File: config.mk
export PLATFORM = sky130hd
export DESIGN_NAME = seq_det_param
export DESIGN_NICKNAME = d
export VERILOG_FILES = /design/src/rtl/seq_det_param.sv
export SDC_FILE = /design/constraint.sdc
export NUM_CORES = 1
export LEC_CHECK = 0
export ABC_AREA = 1
export CAP_MARGIN = 20
export CORE_AREA = 2 2 46 48
export DETAILED_ROUTE_END_ITERATION = 8
export DIE_AREA = 0 0 48 50
export GPL_TIMING_DRIVEN = 1
export PLACE_DENSITY = 0.78
export SETUP_SLACK_MARGIN = 0.5
export SLEW_MARGIN = 20
export SYNTH_ARGS = -nofsm -noshare
export SYNTH_HDL_FRONTEND = slang
export SYNTH_SLANG_ARGS = --single-unit
File: constraint.sdc
create_clock -name clk -period 3.4 [get_ports clk]
set_input_delay 0.68 -clock clk [delete_from_list [all_inputs] [get_ports clk]]
set_output_delay 0.68 -clock clk [all_outputs]
set_load 0.02 [all_outputs]
File: src/rtl/seq_det_param.sv
// -----------------------------------------------------------------------------
// seq_det_param
//
// Purpose:
//   Parametrised serial sequence detector. It watches a qualified serial bit
//   stream for a runtime-loadable LEN-bit pattern, with the first received bit
//   in the pattern MSB. Overlapping or non-overlapping detection is selected
//   on every clock edge. A match produces a registered one-cycle pulse on y
//   and advances a saturating match counter.
//
// Parameters:
//   LEN      pattern length in bits (2..32)
//   PATTERN  pattern loaded by reset, MSB is the first bit received
//   CNT_W    width of the match counter
//
// Ports:
//   clk        rising-edge clock
//   reset      synchronous, active-high reset
//   sin        serial data bit, sampled only when en=1
//   en         bit-valid qualifier
//   ovl        1 = overlapping detection, 0 = non-overlapping detection
//   pat_ld     load pat_in into the pattern register
//   pat_in     new pattern, MSB first
//   cnt_clr    clear match_cnt (wins over a simultaneous match)
//   y          registered one-cycle match pulse
//   match_cnt  saturating count of matches
// -----------------------------------------------------------------------------
module seq_det_param #(
  parameter int             LEN     = 4,
  parameter logic [LEN-1:0] PATTERN = 4'b1011,
  parameter int             CNT_W   = 8
) (
  input  logic             clk,
  input  logic             reset,
  input  logic             sin,
  input  logic             en,
  input  logic             ovl,
  input  logic             pat_ld,
  input  logic [LEN-1:0]   pat_in,
  input  logic             cnt_clr,
  output logic             y,
  output logic [CNT_W-1:0] match_cnt
);

  // The fill counter only has to reach LEN-1, so clog2(LEN) bits suffice
  // for every legal LEN (2..32).
  localparam int             FILL_W   = $clog2(LEN);
  localparam logic [FILL_W-1:0] FILL_MAX = FILL_W'(LEN - 1);
  localparam logic [CNT_W-1:0]  CNT_MAX  = '1;

  logic [LEN-1:0]    r_pat;
  logic [LEN-2:0]    r_win;
  logic [FILL_W-1:0] r_fill;
  logic              r_y;
  logic [CNT_W-1:0]  r_cnt;

  logic [LEN-1:0]    w_cand;
  logic              w_match;
  logic              w_hit;

  // The candidate word is the held history followed by the bit arriving now.
  // Its low LEN-1 bits are also the next window contents, which avoids a
  // separate shift expression that would break down for LEN=2.
  assign w_cand  = {r_win, sin};
  assign w_match = en & (r_fill == FILL_MAX) & (w_cand == r_pat);

  // A pattern load ignores the bit on that edge, so it can never count.
  assign w_hit   = w_match & ~pat_ld;

  // All detector state lives in one clocked block; reset, then pattern
  // load, then normal sampling, in that order of priority. The counter
  // clear is independent of the load, so it is handled alongside it.
  always_ff @(posedge clk) begin
    if (reset) begin
      r_pat  <= PATTERN;
      r_win  <= '0;
      r_fill <= '0;
      r_y    <= 1'b0;
      r_cnt  <= '0;
    end else begin
      if (cnt_clr) begin
        r_cnt <= '0;
      end else if (w_hit && (r_cnt != CNT_MAX)) begin
        r_cnt <= r_cnt + 1'b1;
      end

      if (pat_ld) begin
        r_pat  <= pat_in;
        r_win  <= '0;
        r_fill <= '0;
        r_y    <= 1'b0;
      end else if (en) begin
        r_win <= w_cand[LEN-2:0];
        r_y   <= w_match;
        // Non-overlapping mode discards the history that formed a match,
        // so the next detection needs LEN fresh bits.
        if (w_match && !ovl) begin
          r_fill <= '0;
        end else if (r_fill != FILL_MAX) begin
          r_fill <= r_fill + 1'b1;
        end
      end else begin
        r_y <= 1'b0;
      end
    end
  end

  assign y         = r_y;
  assign match_cnt = r_cnt;

endmodule
==> metrics.log <==
INFO  metric critPathMaxStageDelay = 0.65 ns
INFO  metric setup.worst_path.start_class = register
INFO  metric seq_cells_post_synth = 18
INFO  metric worstPathBufferInverterCount = 1
INFO  metric core.rowCount = 16
INFO  metric netlist.area_leader.share = 0.388
INFO  metric drt_pre_antenna_iters = 4
INFO  metric chipHeight = 50 um
INFO  metric netlist_area = 928 um2
INFO  metric setup-violations-final = 0
INFO  metric overflow = 0
INFO  metric place_ws = 1.08 ns
INFO  metric fin_cells = 177
INFO  metric synthFlopType = sky130_fd_sc_hd__dfxtp_1
INFO  metric async_set_reset_flop_share_out_of_synthesis = 0
INFO  metric edff_count_synth = 0
INFO  metric static-leakage-power = 0.484 nW
INFO  metric synth_top_area_cell = sky130_fd_sc_hd__dfxtp_1
INFO  metric fin_skew = 0.00112 ns
INFO  metric syn-mean-instance-area = 7.14 um2
INFO  metric floorplan.initialDensity = 0.488
INFO  metric timing.critical_path.cells = clkdlybuf4s50_1
INFO  metric ant_diodes = 0
INFO  metric cts_tree = yes
INFO  metric synth_sequential_area_ratio = 0.388
INFO  metric viasPerCell = 4.92
INFO  metric finalMaxSlewViolations = 0
INFO  metric finalCriticalPeriod = 2.07 ns
INFO  metric drt_total_wl = 1810 um
INFO  metric timing.critical_path.required = 2.72 ns
INFO  metric netlist-cell-type-count = 22
INFO  metric synth.cells.most_frequent = sky130_fd_sc_hd__nand2_1 (28), sky130_fd_sc_hd__dfxtp_1 (18), sky130_fd_sc_hd__inv_1 (18)
INFO  metric critical_path_class = register to primary output
INFO  metric globalplace.congestion = 0.799
INFO  metric cts_root_buffer = sky130_fd_sc_hd__clkbuf_4
INFO  metric tritoncts_num_sinks = 18
INFO  metric grt_start_max_net_pins = 11
INFO  metric grt_pass1_vias = 778
INFO  metric cts_buffer_depth = 2
INFO  metric total_switching_power = 0.0862 mW
INFO  metric timing.final.crit_share = 0.609
INFO  metric drt-initial-drc-count = 17
INFO  metric path_delay_family = buffers and inverters
INFO  metric timing.final.ws_setup = 1.33 ns
INFO  metric hp-class = register to register
INFO  metric maxClockFrequency = 483 MHz
INFO  metric hold_viol_final = 0
INFO  metric postLayoutCellArea = 0.00116 mm2
INFO  metric unrepaired_setup_endpoints_after_global_routing = no
INFO  metric p_per_area = 332 mW/mm2
INFO  metric die-area = 0.00240 mm2
INFO  metric route.antenna.remaining_nets = 0
INFO  metric antenna_found_initial = 0
INFO  metric grt_first_pass_wirelength = 2960 um
INFO  metric cts.clk_slew.worst_paths = 0.10 ns
INFO  metric placement.cell_area = 0.00112 mm2
INFO  metric crit_path_max_fanout = 7
INFO  metric p_int = 0.299 mW
INFO  metric postCtsSetupRepairBufs = 0
INFO  metric timing.critical_path.slowest_stage_cell = sky130_fd_sc_hd__clkdlybuf4s50_1
INFO  metric via_count_of_the_routed_design = 871
INFO  metric clock_tree.htree_level_count = 1
INFO  metric post-synth-top-count-cell = sky130_fd_sc_hd__nand2_1
INFO  metric clock_insertion_delay_worst_skew = 0.29 ns
INFO  metric groute.usage.overall = 0.166
INFO  metric pwr-share-clk = 0.335
INFO  metric status = completed
INFO  metric tritoncts.num_buffers = 3
INFO  metric numPortBuffers = 19
INFO  metric seq_power_share = 0.568
INFO  metric timing.critical_path.to_type = primary output
INFO  metric top_level_ports = 20
INFO  metric yosys_warnings = 0
INFO  metric setup-tns-final = 0 ns
INFO  metric area_delta_synth_final = 25.1%
INFO  metric post_synth_main_area_contributors = sky130_fd_sc_hd__dfxtp_1 (39%), sky130_fd_sc_hd__nand2_1 (11%), sky130_fd_sc_hd__a21oi_1 (8.1%)
INFO  metric syn_inst = 130
INFO  metric mappedNetlistNets = 143
INFO  metric placedCellCount = 173
INFO  metric tightest_slew = 0.373 ns
INFO  metric drcViolationCount = 0
INFO  metric dp_hpwl = 1440 um
INFO  metric final_nets = 164
INFO  metric cp_data_arrival_time = 1.39 ns
INFO  metric total_power = 0.385 mW
INFO  metric netSwitchingFraction = 0.224
INFO  metric power_frac_comb = 0.097
INFO  metric postCtsResizedCells = 0
INFO  metric max_slew_margin = 0.751
INFO  metric avgRoutedWirePerCell = 10.2 um
INFO  metric drive_above_1_share = 0.0733
INFO  metric cts-hold-fix-buffers = 0
INFO  metric core_footprint = 0.00190 mm2
INFO  metric die_width = 48 um
INFO  metric number_of_max_cap_violations = 0
INFO  metric vdd.ir_drop.worst = 0.000274 V
-- placed cells by master (no fill, tap or decap), types with 3 or more instances in the layout --
| cell type | instances |
|---|---|
| sky130_fd_sc_hd__dfxtp_1 | 18 |
| sky130_fd_sc_hd__nor2_1 | 10 |
| sky130_fd_sc_hd__clkbuf_4 | 3 |
| sky130_fd_sc_hd__inv_1 | 18 |
| sky130_fd_sc_hd__nand2_1 | 28 |
| sky130_fd_sc_hd__o21ai_0 | 7 |
| sky130_fd_sc_hd__nand3_1 | 14 |
| sky130_fd_sc_hd__clkdlybuf4s50_1 | 19 |
| sky130_fd_sc_hd__a21oi_1 | 15 |
-- routing by layer --
metal | wire (um) | track usage | vias up
li1 | - | - | 456
met1 | 776 | 0.195 | 387
met2 | 943 | 0.293 | 26
met3 | 77 | 0.0220 | 2
met4 | 8 | 0.0541 | 0
met5 | 0 | 0 | -
-- power by group through the flow --
stage	sequential, mW	clock, mW	combinational, mW
floorplan	0.223	0	0.0224
global placement	0.224	0	0.0361
detailed placement	0.224	0	0.0372
CTS	0.219	0.134	0.0374
global route	0.219	0.139	0.0420
finish	0.219	0.129	0.0373
-- sequential cells by signal, indices dropped and copies added (netlist names) --
| name | flops |
|---|---|
| r_pat | 4 |
| match_cnt | 8 |
| r_fill | 2 |
| y | 1 |
| r_win | 3 |
-- per-stage QoR --
| step | hold slack [ns] | util |
|---|---|---|
| 2_1_floorplan | 0.447 | - |
| 3_3_place_gp | 0.463 | 0.591 |
| 3_5_place_dp | 0.465 | 0.591 |
| 4_1_cts | 0.481 | 0.611 |
| 5_1_grt | 0.501 | 0.611 |
| 6_report | 0.480 | 0.611 |
-- kinds of logic after synthesis --
logic type                 Yosys count  synth area share
AOI/OAI and AO/OA                   23             0.136
DFF                                 18             0.388
muxes                                1            0.0108
xor gates and xnor gates             4            0.0377
adders and majority gates            2            0.0269
buffers and inverters               22             0.106
and+or+nand+nor                     60             0.294
-- final timing paths --
check | slack (ns) | cells past startpoint | from | to
hold reg to reg | 0.48 | 2 | r_win[2] | r_win[2]
setup reg to reg | 1.83 | 7 | r_fill[0] | match_cnt[2]
setup / recovery | 1.33 | 1 | match_cnt[6] | match_cnt[6]
hold / removal | 0.48 | 2 | r_win[2] | r_win[2]
-- cell type report --
class / count / area, um2
Multi-Input combinational cell: 90 / 469
Clock buffer: 4 / 36.3
Inverter: 19 / 71.3
Fill cell: 180 / 741
Timing Repair Buffer: 19 / 190
Tap cell: 27 / 33.8
Sequential cell: 18 / 360
No activity file was read; power rests on OpenSTA's default activity.
